## src/rtl/pipeline_stall_controller.sv

```systemverilog
// Stall/flush sequencer for the 5-stage pipeline: memory-wait FSM with watchdog plus freeze/flush priority.
// Optional perf counters (stall/flush/mem-wait, saturating) are built when PIPE_PERF_CNT_EN is defined.
module pipeline_stall_controller #(
  parameter int MEM_TIMEOUT = 64,
  parameter int CNT_W       = 32
) (
  input  logic             clk,
  input  logic             rst,
  input  logic             hazard_detected,
  input  logic             branch_taken,
  input  logic             mem_r_en,
  input  logic             mem_w_en,
  input  logic             sram_ready,
  output logic             freeze_front,
  output logic             freeze_all,
  output logic             flush_if_id,
  output logic             flush_id_exe,
  output logic             timeout_err
`ifdef PIPE_PERF_CNT_EN
  ,
  output logic [CNT_W-1:0] stall_cnt,
  output logic [CNT_W-1:0] flush_cnt,
  output logic [CNT_W-1:0] mem_wait_cnt
`endif
);

  typedef enum logic [1:0] {RUN, MEM_WAIT, HALT} state_t;

  localparam logic [CNT_W-1:0] LP_WAIT_LAST = CNT_W'(MEM_TIMEOUT - 1);

  state_t           r_state, w_state_nxt;
  logic [CNT_W-1:0] r_wait_cnt, w_wait_cnt_nxt;
  logic             r_timeout_err, w_timeout_err_nxt;
  logic             w_mem_req;
  logic             w_freeze_all;

  assign w_mem_req = mem_r_en | mem_w_en;

  always_ff @(posedge clk) begin
    if (rst) begin
      r_state       <= RUN;
      r_wait_cnt    <= '0;
      r_timeout_err <= 1'b0;
    end else begin
      r_state       <= w_state_nxt;
      r_wait_cnt    <= w_wait_cnt_nxt;
      r_timeout_err <= w_timeout_err_nxt;
    end
  end

  always_comb begin
    w_state_nxt       = r_state;
    w_wait_cnt_nxt    = r_wait_cnt;
    w_timeout_err_nxt = r_timeout_err;
    w_freeze_all      = 1'b0;
    case (r_state)
      RUN: begin
        if (w_mem_req && !sram_ready) begin
          w_freeze_all   = 1'b1;
          w_wait_cnt_nxt = CNT_W'(1);
          w_state_nxt    = MEM_WAIT;
        end
      end
      MEM_WAIT: begin
        w_freeze_all = !sram_ready;
        // A request withdrawn without completion is an abort, not a timeout.
        if (sram_ready || !w_mem_req) begin
          w_wait_cnt_nxt = '0;
          w_state_nxt    = RUN;
        end else if (r_wait_cnt == LP_WAIT_LAST) begin
          w_timeout_err_nxt = 1'b1;
          w_state_nxt       = HALT;
        end else begin
          w_wait_cnt_nxt = r_wait_cnt + CNT_W'(1);
        end
      end
      HALT: begin
        w_freeze_all = 1'b1;
      end
      default: begin
        w_state_nxt    = RUN;
        w_wait_cnt_nxt = '0;
      end
    endcase
  end

  // freeze_all masks branch and hazard; the frozen instructions are reapplied on release.
  assign freeze_all   = !rst && w_freeze_all;
  assign flush_if_id  = !rst && !w_freeze_all && branch_taken;
  assign flush_id_exe = !rst && !w_freeze_all && (branch_taken || hazard_detected);
  assign freeze_front = !rst && !w_freeze_all && !branch_taken && hazard_detected;
  assign timeout_err  = !rst && r_timeout_err;

`ifdef PIPE_PERF_CNT_EN
  function automatic logic [CNT_W-1:0] sat_inc(input logic [CNT_W-1:0] v, input logic en);
    if (en && (v != {CNT_W{1'b1}})) return v + CNT_W'(1);
    return v;
  endfunction

  logic [CNT_W-1:0] r_stall_cnt, r_flush_cnt, r_mem_wait_cnt;

  always_ff @(posedge clk) begin
    if (rst) begin
      r_stall_cnt    <= '0;
      r_flush_cnt    <= '0;
      r_mem_wait_cnt <= '0;
    end else begin
      r_stall_cnt    <= sat_inc(r_stall_cnt, freeze_front || freeze_all);
      r_flush_cnt    <= sat_inc(r_flush_cnt, flush_if_id);
      r_mem_wait_cnt <= sat_inc(r_mem_wait_cnt, r_state == MEM_WAIT);
    end
  end

  assign stall_cnt    = rst ? '0 : r_stall_cnt;
  assign flush_cnt    = rst ? '0 : r_flush_cnt;
  assign mem_wait_cnt = rst ? '0 : r_mem_wait_cnt;
`endif

endmodule

```

## config.mk

```make
export PLATFORM = sky130hd
export DESIGN_NAME = pipeline_stall_controller
export DESIGN_NICKNAME = d
export VERILOG_FILES = /design/src/rtl/pipeline_stall_controller.sv
export SDC_FILE = /design/constraint.sdc
export NUM_CORES = 1
export LEC_CHECK = 0
export CAP_MARGIN = 20
export CORE_MARGIN = 5
export CORE_UTILIZATION = 30
export DETAILED_ROUTE_END_ITERATION = 10
export DONT_BUFFER_PORTS = 1
export MAX_ROUTING_LAYER = met4
export SYNTH_ARGS = -nofsm -noshare
export SYNTH_HDL_FRONTEND = slang
export SYNTH_SLANG_ARGS = --single-unit
```

## constraint.sdc

```tcl
create_clock -name clk -period 2.5 [get_ports clk]
set_input_delay 0.375 -clock clk [delete_from_list [all_inputs] [get_ports clk]]
set_output_delay 0.375 -clock clk [all_outputs]
set_load 0.05 [all_outputs]
```

### Word-level counts from Yosys, hierarchy flattened

Index checks and enable logic that the tools add are counted.
Widths: inputs -> output; s select.

* output and inout port bits: 5
* register bits: 35
* logic and storage cells: 42

* $add $sub $neg: 1
* equality and inequality tests: 6
* reduce and logical (&&, ||, !) cells: 19
* bitwise gates (word level): 3
* muxes and demuxes: 10

Operators with widths (count)
* $mux 32: 3
* $pmux 32 s3: 1
* $add 32x1->32 const B: 1
* $eq 32x6->1 const B: 1
* $reduce_and 3->1: 3
* $logic_and 1x1->1: 8
* $mux 2: 3
* $ne 3x3->1 const B: 2
* $pmux 2 s3: 1
* $logic_not 1->1: 5
* $pmux 1 s3: 1
* $eq 2x1->1 const B: 1
* $eq 2x2->1 const B: 1
* $logic_not 2->1: 1
* $logic_or 1x1->1: 2
* $ne 2x2->1 const B: 1
* $not 1->1: 2
* $mux 1: 1
* $or 1x1->1: 1

### Logic depth before layout (Yosys ltp)

Gate-level depths: netlist of run 1.

* word-level depth: 8
* depth in mapped cells: 9
* gate-level depth less buffers: 7

### Worst setup path before layout of run 1

Ideal clock, no wire load.

* path type: input port to output port
* start point: in mem_w_en
* end point: out freeze_front
* arrival: 2.669 ns
* cell stages on the path: 5
* setup slack: -0.544 ns
* required time: 2.125 ns
* cell sequence: or2_0 -> clkbuf_1 -> o21ai_0 -> nand2_1 -> nor4b_1

* longest elaborated chain between the ends: 8

RTL lines
* start, declared: line 12 `input logic mem_w_en,`
* $or 1x1->1: line 37 `assign w_mem_req = mem_r_en | mem_w_en;`
* $logic_and 1x1->1: line 58 `if (w_mem_req && !sram_ready) begin`
* $mux 1: line 58
* $pmux 1 s3: line 56 `case (r_state)`
* $logic_not 1->1: line 91 `assign freeze_front = !rst && !w_freeze_all && !branch_taken && hazard_detected;`
* $logic_and 1x1->1 (3 in a row): line 91
* end, declared: line 14 `output logic freeze_front,`

No other way between the ends.

### Worst setup path after layout of run 1

* start point: reg r_wait_cnt[0]
* end point: reg r_wait_cnt[26]

* longest elaborated chain between the ends: 4
* elaborated cells between the ends (all ways): 7
* those cells by class: 1 x add/sub; 2 x eq/ne; 3 x mux; 1 x reduce/logical

RTL lines
* start, declared: line 32 `logic [CNT_W-1:0] r_wait_cnt, w_wait_cnt_nxt;`
* start signal, assigned: line 46 `r_wait_cnt <= w_wait_cnt_nxt;`
* $add 32x1->32: line 74 `w_wait_cnt_nxt = r_wait_cnt + CNT_W'(1);`
* $mux 32: line 70 `end else if (r_wait_cnt == LP_WAIT_LAST) begin`
* $mux 32: line 67 `if (sram_ready || !w_mem_req) begin`
* $pmux 32 s3: line 56

Parallel ways exist; a longest one is shown, timed or not. The select of a mux whose other input is x is not followed.
A chain may end at the register's enable or synchronous reset.

==> metrics.txt, run 1 <==
TNS Setup 0 ps; Via-to-Cell Ratio 5.92; R2R setup slack 320 ps; final hold viol count 0; maximum vdd drop 211 uV; Max Freq 0.459 GHz; unrepaired setup endpoints after global routing no; Synth Area in Simple Gates 0.301; top cells by area, synth dfxtp_1 (35%), a21oi_1 (5.5%), nand3_1 (5.3%); fin crit share 0.872; Final Non-Filler Cells 330; Min Hold Slack 147 ps; launching point of the worst reg2reg path r_wait_cnt[0]; std cell rows 29; port bufs 0; # resized after CTS 0; First-pass DRT Iterations 4; WL final 5110 um; flip-flop and latch area 701 um^2; Antenna Cells 0; power per cell area 474 nW/um^2; crit-path max FO 9; initial antenna violation count 0; worst skew pair latency 290 ps; commonest cells after routing, fill and taps aside dfxtp_1 (35), a21oi_1 (22), nand3_1 (21); endpoints failing setup 0; Hold Crit Class input port to flop; Synth area leader dfxtp_1; die width 91.7 um; dpl cells 324; Synth Area in Compound Gates 0.284; routability cong. 0.795; Final Max Slew Viols 0; Warnings, synthesis 0; multi-input logic area 1190 um^2; fillers 665; First DRT Iteration DRCs 166; total congestion overflow 0; RR Endpoint r_wait_cnt[26]; Syn Std Cell Area 2000 um^2; Distinct cells, synth 46; Leakage 0.704 nW; hpwl dp 3470 um; share of the synthesized area in the top cell type 0.350; clock sink count 35; Nets 262; status finished, final reports clean; Post-DRT Antenna Nets 0; Initial Utilization 0.312; cts bufs inserted 5; Crit Path Category flop to flop; Mean Syn Cell Area 7.88 um^2; first-pass GRT wire length 8850 um; Max clock buf depth 2; Worst R2R Path Depth 7; vias in the first global route 1,770; via count 1,954; worst slew pin tran 568 ps; Synth Register Bits 35; clock root cell clkbuf_8; largest net degree at the start of global routing 35; sequential share of the synthesized area 0.350; hold_sp rst; H-tree levels 2; Remaining DRCs 0; CTS clk-pin slew, worst paths 70 ps; Hold Path Stages 1; Data required, critical path 2730 ps; syn nets 262; GRT Util Overall 0.132; Mapped Cells 254; I/O Pins 12; total core area 6420 um^2; xor and xnor area share after synthesis 0; commonest non-fill, non-tap cell in the layout dfxtp_1; critical path capture point type flop; post-route minimum period 2180 ps; WL/cell 15.5 um; share of layout cells above drive strength 1 0.107; max-cap violations 0; CTS tree yes; WHS Endpoint r_wait_cnt[26]; Adder-Cell Fraction of Synth Area 0.00625; die height 91.7 um; Worst EP arrival 2410 ps; Die ar. 8410 um^2; startpoint types flop; CTS hold repair buffers 0; overall power 0.00103 W; postcts setup bufs 0; Layout Skew 7.24 ps; P&R area growth vs syn 8.69%; Worst slew margin 0.622; largest family of logic cells by synthesized area simple AND/OR/NAND/NOR gates; post-synthesis mux area share 0
-- flip-flops by register name (all words and copies together), names as in the netlist --
name and cells:
r_wait_cnt 32, r_state 2, r_timeout_err 1
-- layout make-up --
class / count / share of cell area
Sequential cell: 35 / 0.322
Multi-Input combinational cell: 197 / 0.546
Clock buffer: 6 / 0.0334
Tap cell: 77 / 0.0443
Inverter: 2 / 0.00345
Timing Repair Buffer: 13 / 0.0506
-- worst max-delay path by stage --
stage,startpoint,end,slack [ps],cells after the start
2_1_floorplan,mem_w_en,freeze_front,140,5
3_3_place_gp,r_wait_cnt[0],r_wait_cnt[26],380,7
3_5_place_dp,r_wait_cnt[0],r_wait_cnt[26],350,7
4_1_cts,r_wait_cnt[0],r_wait_cnt[26],340,7
5_1_grt,r_wait_cnt[0],r_wait_cnt[26],170,7
6_report,r_wait_cnt[0],r_wait_cnt[26],320,7
-- worst max-delay path: stages, from the launching register on --
cell and delay (ps):
dfxtp_1 400, ha_1 240, nand3_2 120, or4_4 590
nor2_4 250, nand3_1 90, or3_1 300, a21oi_1 130
-- metal layers --
| metal | global-route usage | wire (um) | vias to the layer above |
|---|---|---|---|
| li1 | - | - | 990 |
| met1 | 0.184 | 2610 | 898 |
| met2 | 0.186 | 2160 | 58 |
| met3 | 0.0295 | 252 | 8 |
| met4 | 0.0483 | 86 | 0 |
| met5 | - | 0 | - |
-- synth_stat cells, drive strengths merged --
cell type and count:
nand4b 2, nand2 20, a21o 3, clkbuf 10
nor4 7, o221a 1, inv 2, o41ai 2
nand3 22, a21oi 22, and4bb 1, a41oi 2
o21a 1, dlygate4sd3 1, or3 2, dfxtp 35
nor2 19, buf 9, and2 1, ha 1
and4 4, nor3 5, o31ai 5, or2 1
or4b 1, nor4b 1, o21ai 18, a31o 1
or4 3, nand4 6, a31oi 16, o311ai 1
and3 12, o211a 1, nand2b 2, a311oi 11
o211ai 3
-- cells by family after synthesis --
group           count (synthesis)
simple gates                  109
compound gates                 87
flops                          35
buf+inv                        22
fa+ha+maj                       1
-- through the flow --
stage / instance area, um^2 / util / worst slack, ps
finish: 2180 / 0.339 / 321
global route: 2180 / 0.339 / 171
CTS: 2180 / 0.339 / 340
detailed placement: 2100 / 0.327 / 348
global placement: 2100 / 0.327 / 381
floorplan: 2010 / - / 138
-- power by group --
part | internal, W | switching (W) | total [W]
clock | 0.000186 | 0.000197 | 0.000383
combinational | 0.0000279 | 0.0000569 | 0.0000848
sequential | 0.000560 | 0.00000336 | 0.000563
total | 0.000773 | 0.000258 | 0.00103
Power figures use the tool's default switching activity.
==> run 2: changes to the inputs <==
CTS_CLUSTER_DIAMETER = 150   (was unset)
==> results of run 2 <==
Final layout, timing and power as in run 1 (identical DEF).
==> run 3: changes to the inputs <==
RECOVER_POWER = 50   (was unset)
==> run 3 against run 2 <==
Power decreased by 0.40%. Critical path depth unchanged. Worst setup slack got worse by 48 ps. Die area unchanged. First-iteration DRC count decreased by 13%. Maximum frequency decreased by 2.2%. Sequential power about the same. Core utilization decreased by 0.49 points.
==> metrics.txt, run 3 (synthesis gave the netlist of run 1 again) <==
status finished, final reports clean; port bufs 0 (unchanged); unrepaired setup endpoints after global routing no; Max clock buf depth 2 (unchanged); via count 1,961 (+0.36%); Antenna Cells 0 (unchanged); Crit Path Category flop to flop; Top reg by flops r_wait_cnt; Seq pwr share 0.548 (+0.002); startpoint types flop; commonest non-fill, non-tap cell in the layout dfxtp_1; share of layout cells above drive strength 1 0.0751 (-0.0316); Post-DRT Antenna Nets 0 (unchanged); routability cong. 0.795 (unchanged); CTS hold repair buffers 0 (unchanged); P&R area growth vs syn 7.13%; cts bufs inserted 5 (unchanged); dpl cells 324 (unchanged); worst slew pin tran 591 ps (+23.0 ps); H-tree levels 2 (unchanged); Initial Utilization 0.312 (unchanged); switching share of power 0.251 (+0.00121); WL/cell 15.6 um (+0.53%); largest net degree at the start of global routing 35 (unchanged); CTS tree yes; top flop regs r_wait_cnt (32), r_state (2), r_timeout_err (1); fin crit share 0.891 (+0.0194); Final Non-Filler Cells 330 (unchanged); clock sink count 35 (unchanged); crit-path max FO 9 (unchanged); Hold Crit Class input port to flop; Layout Skew 6.32 ps (-0.919 ps); first-pass GRT wire length 8850 um (unchanged); initial antenna violation count 0 (unchanged); Remaining DRCs 0 (unchanged); vias in the first global route 1,770 (unchanged); maximum vdd drop 209 uV (-1.1%); Max Freq 0.449 GHz (-2.2%); endpoints failing setup 0 (unchanged); GRT Util Overall 0.132 (unchanged); critical path capture point type flop; clock root cell clkbuf_8; std cell rows 29 (unchanged); max-cap violations 0 (unchanged); Clk pwr share 0.374 (+0.002); TNS Setup 0 ps (unchanged); commonest cells after routing, fill and taps aside dfxtp_1 (35), a21oi_1 (22), nand3_1 (21); Final Max Slew Viols 0 (unchanged); max FFs per register 32 (unchanged); postcts setup bufs 0 (unchanged); worst skew pair latency 290 ps (about the same); Via-to-Cell Ratio 5.94 (+0.36%); power per cell area 479 nW/um^2 (+1.1%); CTS clk-pin slew, worst paths 70 ps (about the same); Die ar. 8410 um^2 (unchanged); Data required, critical path 2730 ps (about the same); WL final 5140 um (+0.53%); First-pass DRT Iterations 5 (+1); total core area 6420 um^2 (unchanged); Leakage 0.685 nW (-2.6%); die width 91.7 um (unchanged); post-route minimum period 2230 ps (+48.5 ps); First DRT Iteration DRCs 145 (-13%); Combinational Power Share 0.078 (-0.004); final hold viol count 0 (unchanged); Worst slew margin 0.608 (-0.0136); Nets 262 (unchanged); Worst EP arrival 2450 ps (+40 ps); I/O Pins 12 (unchanged); die height 91.7 um (unchanged); total congestion overflow 0 (unchanged); Switch Pwr 0.000258 W (about the same); # resized after CTS 0 (unchanged); Int Power 0.000769 W (-0.56%); hpwl dp 3470 um (unchanged)
==> run 3: cell types whose count changed in the layout (fill, tap and decap cells not counted), sizes merged <==
cell	before	now
buf	13	8
clkbuf	6	11
==> run 3: power by group through the flow <==
stage               combinational, W  clock (W)  sequential [W]
floorplan                  0.0000646          0        0.000575
global placement           0.0000852          0        0.000576
detailed placement         0.0000842          0        0.000576
CTS                        0.0000846   0.000398        0.000563
global route               0.0000881   0.000421        0.000563
finish                     0.0000796   0.000384        0.000563
==> run 3: worst max-delay path, stage by stage (launching register included) <==
cell	delay [ps]
dfxtp_1	390
ha_1	240
nand3_2	110
or4_1	630
nor2_4	260
nand3_1	90
or3_1	300
a21oi_1	130
==> run 3: layer usage <==
layer	GRT usage	share of wire	vias up
li1	-	-	990
met1	0.184	0.49	910
met2	0.186	0.43	53
met3	0.0295	0.062	8
met4	0.0483	0.019	0
met5	-	0	-
==> run 3: worst paths after layout <==
path / start / endpoint / slack [ps] / depth (start not counted)
min reg2reg: r_timeout_err / r_timeout_err / 450 / 2
min: rst / r_wait_cnt[26] / 150 / 1
max reg2reg: r_wait_cnt[0] / r_wait_cnt[26] / 270 / 7
max: r_wait_cnt[0] / r_wait_cnt[26] / 270 / 7
==> run 3: layout make-up <==
cell class / instances / area [um^2]
clock buffers: 6 / 72.6
fillers: 671 / 4280
inverters: 2 / 7.51
multi-input cells: 197 / 1170
flip-flops and latches: 35 / 701
well taps: 77 / 96.3
repair buffers: 13 / 92.6
==> run 3: through the flow <==
step / util / hold WS (ps) / setup WS, ps / power [W] / cell area (um^2)
floorplan: - / 432 / 138 / 0.000639 / 2010
global placement: 0.327 / 435 / 381 / 0.000661 / 2100
detailed placement: 0.327 / 443 / 348 / 0.000660 / 2100
CTS: 0.339 / 139 / 340 / 0.00105 / 2180
global route: 0.334 / 140 / 102 / 0.00107 / 2140
finish: 0.334 / 147 / 272 / 0.00103 / 2140
